## config.mk

```make
export PLATFORM = sky130hd
export DESIGN_NAME = seven_seg_scanner
export DESIGN_NICKNAME = d
export VERILOG_FILES = /design/src/rtl/seg_pkg.sv /design/src/rtl/tick_divider.sv /design/src/rtl/seven_seg_scanner.sv
export SDC_FILE = /design/constraint.sdc
export NUM_CORES = 1
export LEC_CHECK = 0
export ABC_AREA = 1
export BUFFER_PORTS_ARGS = -buffer_cell sky130_fd_sc_hd__buf_2
export CAP_MARGIN = 25
export CORE_MARGIN = 8
export CORE_UTILIZATION = 41
export DETAILED_ROUTE_END_ITERATION = 10
export PLACE_DENSITY_LB_ADDON = 0.1
export SYNTH_ARGS = -nofsm -noshare
export SYNTH_HDL_FRONTEND = slang
export SYNTH_SLANG_ARGS = --single-unit
```

## constraint.sdc

```tcl
create_clock -name clk -period 3 [get_ports clk]
set_input_delay 0 -clock clk [delete_from_list [all_inputs] [get_ports clk]]
set_output_delay 0 -clock clk [all_outputs]
set_load 0.03 [all_outputs]
```

## src/rtl/seg_pkg.sv

```systemverilog
// Shared seven-segment definitions: scan FSM states, segment patterns and the BCD decoder.
// Patterns are active-high {g,f,e,d,c,b,a}; the scanner applies output polarity.
package seg_pkg;

  typedef enum logic [1:0] {
    ST_IDLE  = 2'd0,
    ST_BLANK = 2'd1,
    ST_SHOW  = 2'd2
  } scan_state_t;

  localparam logic [6:0] SEG_BLANK = 7'h00;
  localparam logic [6:0] SEG_DASH  = 7'h40;

  localparam logic [6:0] SEG_DIGIT [10] = '{
    7'h3F, 7'h06, 7'h5B, 7'h4F, 7'h66,
    7'h6D, 7'h7D, 7'h07, 7'h7F, 7'h6F
  };

  // Codes 10..15 are not decimal digits and show a dash so bad data is visible.
  function automatic logic [6:0] bcd_to_seg(input logic [3:0] bcd);
    logic [6:0] pattern;
    pattern = SEG_DASH;
    for (int i = 0; i < 10; i++) begin
      if (bcd == 4'(i)) pattern = SEG_DIGIT[i];
    end
    return pattern;
  endfunction

endpackage

```

## src/rtl/tick_divider.sv

```systemverilog
// Down-counting prescaler: counts DIV-1 -> 0 and reloads; o_tick is high while the count is 0.
// i_hold parks the counter at its reload value and suppresses the tick.
module tick_divider #(
  parameter int DIV = 50000
) (
  input  logic clk,
  input  logic rst_n,
  input  logic i_hold,
  output logic o_tick
);

  localparam int                CNT_W  = (DIV > 1) ? $clog2(DIV) : 1;
  localparam logic [CNT_W-1:0]  RELOAD = CNT_W'(DIV - 1);

  logic [CNT_W-1:0] r_count;

  // NOTE: clocked state uses non-blocking assignments so every register samples pre-edge values.
  always_ff @(posedge clk or negedge rst_n) begin
    if (!rst_n) begin
      r_count <= RELOAD;
    end else if (i_hold || (r_count == '0)) begin
      r_count <= RELOAD;
    end else begin
      r_count <= r_count - 1'b1;
    end
  end

  assign o_tick = (r_count == '0) && !i_hold;

endmodule

```

## src/rtl/seven_seg_scanner.sv

```systemverilog
// Time-multiplexes a packed BCD digit bus onto a common-anode seven-segment bank.
// Digits are snapshotted once per frame; each slot is one blanking cycle followed by the lit digit.
module seven_seg_scanner
  import seg_pkg::*;
#(
  parameter int DIGITS        = 4,
  parameter int REFRESH_DIV   = 50000,
  parameter bit BLANK_LEADING = 1'b1,
  parameter bit ACTIVE_LOW    = 1'b1
) (
  input  logic                  clk,
  input  logic                  reset,
  input  logic                  enable,
  input  logic [4*DIGITS-1:0]   digits_bcd,
  output logic [6:0]            seg,
  output logic [DIGITS-1:0]     an,
  output logic                  frame_done
);

  localparam int                IDX_W    = (DIGITS > 1) ? $clog2(DIGITS) : 1;
  localparam logic [IDX_W-1:0]  LAST_IDX = IDX_W'(DIGITS - 1);
  localparam logic [6:0]        SEG_POL  = {7{ACTIVE_LOW}};
  localparam logic [6:0]        SEG_OFF  = SEG_BLANK ^ SEG_POL;
  localparam logic [DIGITS-1:0] AN_OFF   = {DIGITS{ACTIVE_LOW}};

  scan_state_t             r_state;
  scan_state_t             w_state_nxt;
  logic [IDX_W-1:0]        r_index;
  logic [DIGITS-1:0][3:0]  r_snapshot;
  logic [6:0]              r_seg;
  logic [DIGITS-1:0]       r_an;
  logic                    r_frame_done;

  logic                    w_hold;
  logic                    w_tick;
  logic                    w_start;
  logic                    w_advance;
  logic                    w_wrap;
  logic [DIGITS-1:0]       w_dark;
  logic [6:0]              w_seg_nxt;
  logic [DIGITS-1:0]       w_an_nxt;

  assign w_hold    = (r_state == ST_IDLE);
  assign w_start   = (r_state == ST_IDLE) && enable;
  assign w_advance = (r_state == ST_SHOW) && w_tick && enable;
  assign w_wrap    = w_advance && (r_index == LAST_IDX);

  tick_divider #(
    .DIV (REFRESH_DIV)
  ) u_prescaler (
    .clk    (clk),
    .rst_n  (reset),
    .i_hold (w_hold),
    .o_tick (w_tick)
  );

  always_ff @(posedge clk or negedge reset) begin
    if (!reset) begin
      r_state <= ST_IDLE;
    end else begin
      r_state <= w_state_nxt;
    end
  end

  // NOTE: every combinational output gets a default first so no path can infer a latch.
  always_comb begin
    w_state_nxt = r_state;
    if (!enable) begin
      w_state_nxt = ST_IDLE;
    end else begin
      unique case (r_state)
        ST_IDLE:  w_state_nxt = ST_BLANK;
        ST_BLANK: w_state_nxt = ST_SHOW;
        ST_SHOW:  if (w_tick) w_state_nxt = ST_BLANK;
        default:  w_state_nxt = ST_IDLE;
      endcase
    end
  end

  // A digit above 0 goes dark while it and every more significant digit are zero.
  always_comb begin : p_lead_zero
    logic nz_above;
    nz_above = 1'b0;
    w_dark   = '0;
    for (int k = DIGITS - 1; k > 0; k--) begin
      nz_above  = nz_above | (r_snapshot[k] != 4'd0);
      w_dark[k] = BLANK_LEADING && !nz_above;
    end
  end

  always_comb begin
    w_seg_nxt = SEG_OFF;
    w_an_nxt  = AN_OFF;
    if (enable && (r_state == ST_SHOW)) begin
      w_an_nxt = AN_OFF ^ (DIGITS'(1) << r_index);
      if (!w_dark[r_index]) w_seg_nxt = bcd_to_seg(r_snapshot[r_index]) ^ SEG_POL;
    end
  end

  always_ff @(posedge clk or negedge reset) begin
    if (!reset) begin
      r_index      <= '0;
      // NOTE: the snapshot is a handful of flops, not a RAM, so it is reset like any other register.
      r_snapshot   <= '0;
      r_seg        <= SEG_OFF;
      r_an         <= AN_OFF;
      r_frame_done <= 1'b0;
    end else begin
      r_seg        <= w_seg_nxt;
      r_an         <= w_an_nxt;
      r_frame_done <= w_wrap;
      if (w_start) begin
        r_index <= '0;
      end else if (w_advance) begin
        r_index <= w_wrap ? '0 : r_index + 1'b1;
      end
      if (w_start || w_wrap) r_snapshot <= digits_bcd;
    end
  end

  assign seg        = r_seg;
  assign an         = r_an;
  assign frame_done = r_frame_done;

endmodule

```

==> results.json <==
{
  "worst_skew_pair.late_latency_ns": 0.29,
  "core_um2": 5960,
  "rsz0062_at_grt": "no",
  "worst_slack_ns": 1.15,
  "worstSetupPathType": "register to register",
  "powerDensity_nw_per_um2": 513,
  "start_util": 0.426,
  "cp_num_buf_inv": 1,
  "setup_viol": 0,
  "min_path_type": "input pin to asynchronous set/reset pin",
  "gp_congestion": 0.819,
  "worstPathCellList": "inv_1 -> nand2_1 -> nand3_1 -> nand2_1 -> nand2_1 -> o21ai_2 -> nand2_1 -> nand2_1 -> nand2_1",
  "drive_above_1_share": 0.247,
  "globalRouteTotalUtil": 0.135,
  "htree_levels": 2,
  "syn_avg_cell_area_um2": 8.24,
  "drt_pass1_iterations": 5,
  "min_period_ns": 1.85,
  "crit_fanout": 14,
  "cts_resized": 0,
  "tns_ns": 0,
  "arrival_ns": 2.08,
  "chipWidth_um": 94.7,
  "fmax_ghz": 0.540,
  "power.switching_mw": 0.463,
  "grt_pass1_vias": 2090,
  "via_count": 2055,
  "globalRouteOverflowTotal": 0,
  "tightestPinTransition_ns": 0.609,
  "cts_inserted_buffers": 5,
  "status": "finished clean",
  "n_fill_cell": 581,
  "worstPathRequired_ns": 3.23,
  "pin_count": 31,
  "seqCellArea_um2": 1230,
  "die_h_um": 94.7,
  "period_share": 0.617,
  "synth.distinct_cells": 28,
  "io_buffers": 30,
  "synthToLayoutAreaGrowth_pct": 20.1,
  "pre_cts_slack_ns": 1.15,
  "drv_slew": 0,
  "fin_worst_skew_ns": 0.00407,
  "avgViaCountPerCell": 4.72,
  "yosys_warnings": 0,
  "grt_max_degree": 33,
  "pwr-share-seq": 0.482,
  "fin_util": 0.512,
  "cts_root_buf": "clkbuf_8",
  "ys_seq_area_frac": 0.483,
  "multiInputGateArea_um2": 1110,
  "postCtsSetupBuffers": 0,
  "slew_headroom": 0.594,
  "crit_family": "simple AND/OR/NAND/NOR gates",
  "dpl.hpwl_mm": 3.93,
  "syn-cell-area_um2": 2540,
  "synthesis.nets": 333,
  "r2r_setup_slack_ns": 1.15,
  "clkSlewWorstSetupHoldPaths_ns": 0.09,
  "cpMostUsedCell": "nand2_1",
  "wl_mm": 5.35,
  "route.detailed.drc": 0,
  "pwr-share-clk": 0.302,
  "die-area_um2": 8960,
  "end_kind": "register",
  "cts_tree": "built",
  "rows": 28,
  "diodes": 0,
  "grt_pass1_wl_mm": 9.79,
  "hold_viol": 0,
  "pwr-share-comb": 0.216,
  "intPower_mw": 1.10,
  "cts_max_path_buffers": 2,
  "swShare": 0.297,
  "drv.max_cap_violation_count": 0,
  "peakVddDrop_mv": 0.268,
  "cts_sinks": 48,
  "slowest_delay_ns": 0.60,
  "fin_nets": 384,
  "slowest_stage": "dfrtp_1",
  "leakagePower_nw": 1.45,
  "cp-start-kind": "register",
  "p_total_mw": 1.56,
  "postRouteAntennaNets": 0,
  "first_iter_violations": 119,
  "netlist_instances": 308,
  "wl_per_cell_um": 12.3,
  "antenna_found_initial": 0,
  "ys_ff_latch": 48
}
==> routing by layer <==
layer,GRT usage,wire length (um),vias up
li1,-,-,1074
met1,0.189,2720,939
met2,0.205,2310,37
met3,0.0349,270,5
met4,0.0312,48,0
met5,0,0,-
==> area by class of cell <==
type	count	area share
multi-input cells	215	0.366
flip-flops and latches	48	0.402
repair buffers	50	0.113
well taps	75	0.0308
inverters	39	0.0480
clock buffers	8	0.0398
==> cells by family (layout without fill, tap and decap cells) <==
group	Yosys count	after routing	synth area share
AO/OA/AOI/OAI	30	30	0.0893
XOR/XNOR	8	8	0.0276
adder cells (fa/ha/maj)	6	6	0.0296
buffers and inverters	45	97	0.0779
flip-flops	48	48	0.483
AND/OR/NAND/NOR	171	171	0.292
==> power groups by stage <==
stage | combinational, mW | sequential [mW] | clock (mW)
after detailed placement | 0.319 | 0.765 | 0
after floorplan | 0.236 | 0.766 | 0
after global placement | 0.316 | 0.765 | 0
after CTS | 0.339 | 0.753 | 0.496
after global routing | 0.392 | 0.761 | 0.525
final | 0.338 | 0.753 | 0.472
==> registers in the layout, indices dropped and copies added, names as in the netlist <==
register,flops
r_snapshot,16
u_prescaler.r_count,16
seg,7
an,4
r_index,2
r_state,2
frame_done,1
==> timing repair <==
action | in CTS | in global routing
hold buffers | 18 | 0
setup endpoints to repair | 0 | 0
endpoints found under the hold margin | 36 | 0
==> cell usage in the layout (no fill, tap or decap), types with 4 or more instances in the layout <==
cell type / Yosys / routed
o21ai_2: 16 / 16
nand2_1: 103 / 103
xor2_1: 6 / 6
o21ai_0: 7 / 7
nor2_1: 18 / 18
ha_1: 6 / 6
clkbuf_8: 0 / 7
buf_2: 2 / 30
dfstp_2: 20 / 20
nand3_1: 27 / 27
dlygate4sd3_1: 0 / 18
nor2_2: 4 / 4
a21oi_1: 4 / 4
inv_1: 36 / 36
dfrtp_1: 28 / 28
nand4_1: 4 / 4
nor3_1: 6 / 6
==> Yosys cell counts <==
cell type | instances | share of area
o21bai_1 | 1 | 0.0030
o21ai_4 | 1 | 0.0064
nor2_2 | 4 | 0.0099
nor2_1 | 18 | 0.027
buf_2 | 2 | 0.0039
buf_6 | 3 | 0.013
nor3_1 | 6 | 0.012
nand3_1 | 27 | 0.053
nor3_2 | 1 | 0.0039
nand4_1 | 4 | 0.0099
buf_4 | 1 | 0.0030
nor4_1 | 2 | 0.0049
a21oi_1 | 4 | 0.0079
dfrtp_1 | 28 | 0.28
xnor2_1 | 2 | 0.0069
xor2_1 | 6 | 0.021
nand4_2 | 1 | 0.0049
inv_1 | 36 | 0.053
or2_2 | 2 | 0.0049
dfstp_2 | 20 | 0.21
o211ai_1 | 1 | 0.0030
nand3b_1 | 2 | 0.0059
ha_1 | 6 | 0.030
nand2_1 | 103 | 0.15
o21ai_2 | 16 | 0.055
o21ai_0 | 7 | 0.014
inv_2 | 3 | 0.0044
nand3_2 | 1 | 0.0039
==> stage by stage <==
stage | hold slack (ns) | cells | instance area (um2)
6_report | 0.244 | 435 | 3050
3_3_place_gp | 0.0422 | 409 | 2750
5_1_grt | 0.287 | 435 | 3050
4_1_cts | 0.265 | 435 | 3050
3_5_place_dp | 0.0560 | 409 | 2750
2_1_floorplan | -0.296 | 308 | 2540
==> worst paths after layout <==
check	startpoint	endpoint	cells past startpoint
max	r_index[0]$_DFFE_PN0P_	seg[2]$_DFF_PN1_	9
min	reset	u_prescaler.r_count[10]$_DFF_PN0_	2
max reg2reg	r_index[0]$_DFFE_PN0P_	seg[2]$_DFF_PN1_	9
min reg2reg	u_prescaler.r_count[0]$_DFF_PN1_	u_prescaler.r_count[0]$_DFF_PN1_	1
max in group asynchronous	reset	seg[4]$_DFF_PN1_	3
min in group clk	digits_bcd[15]	r_snapshot[15]$_DFFE_PN0P_	4
No activity file was read; power rests on OpenSTA's default activity.
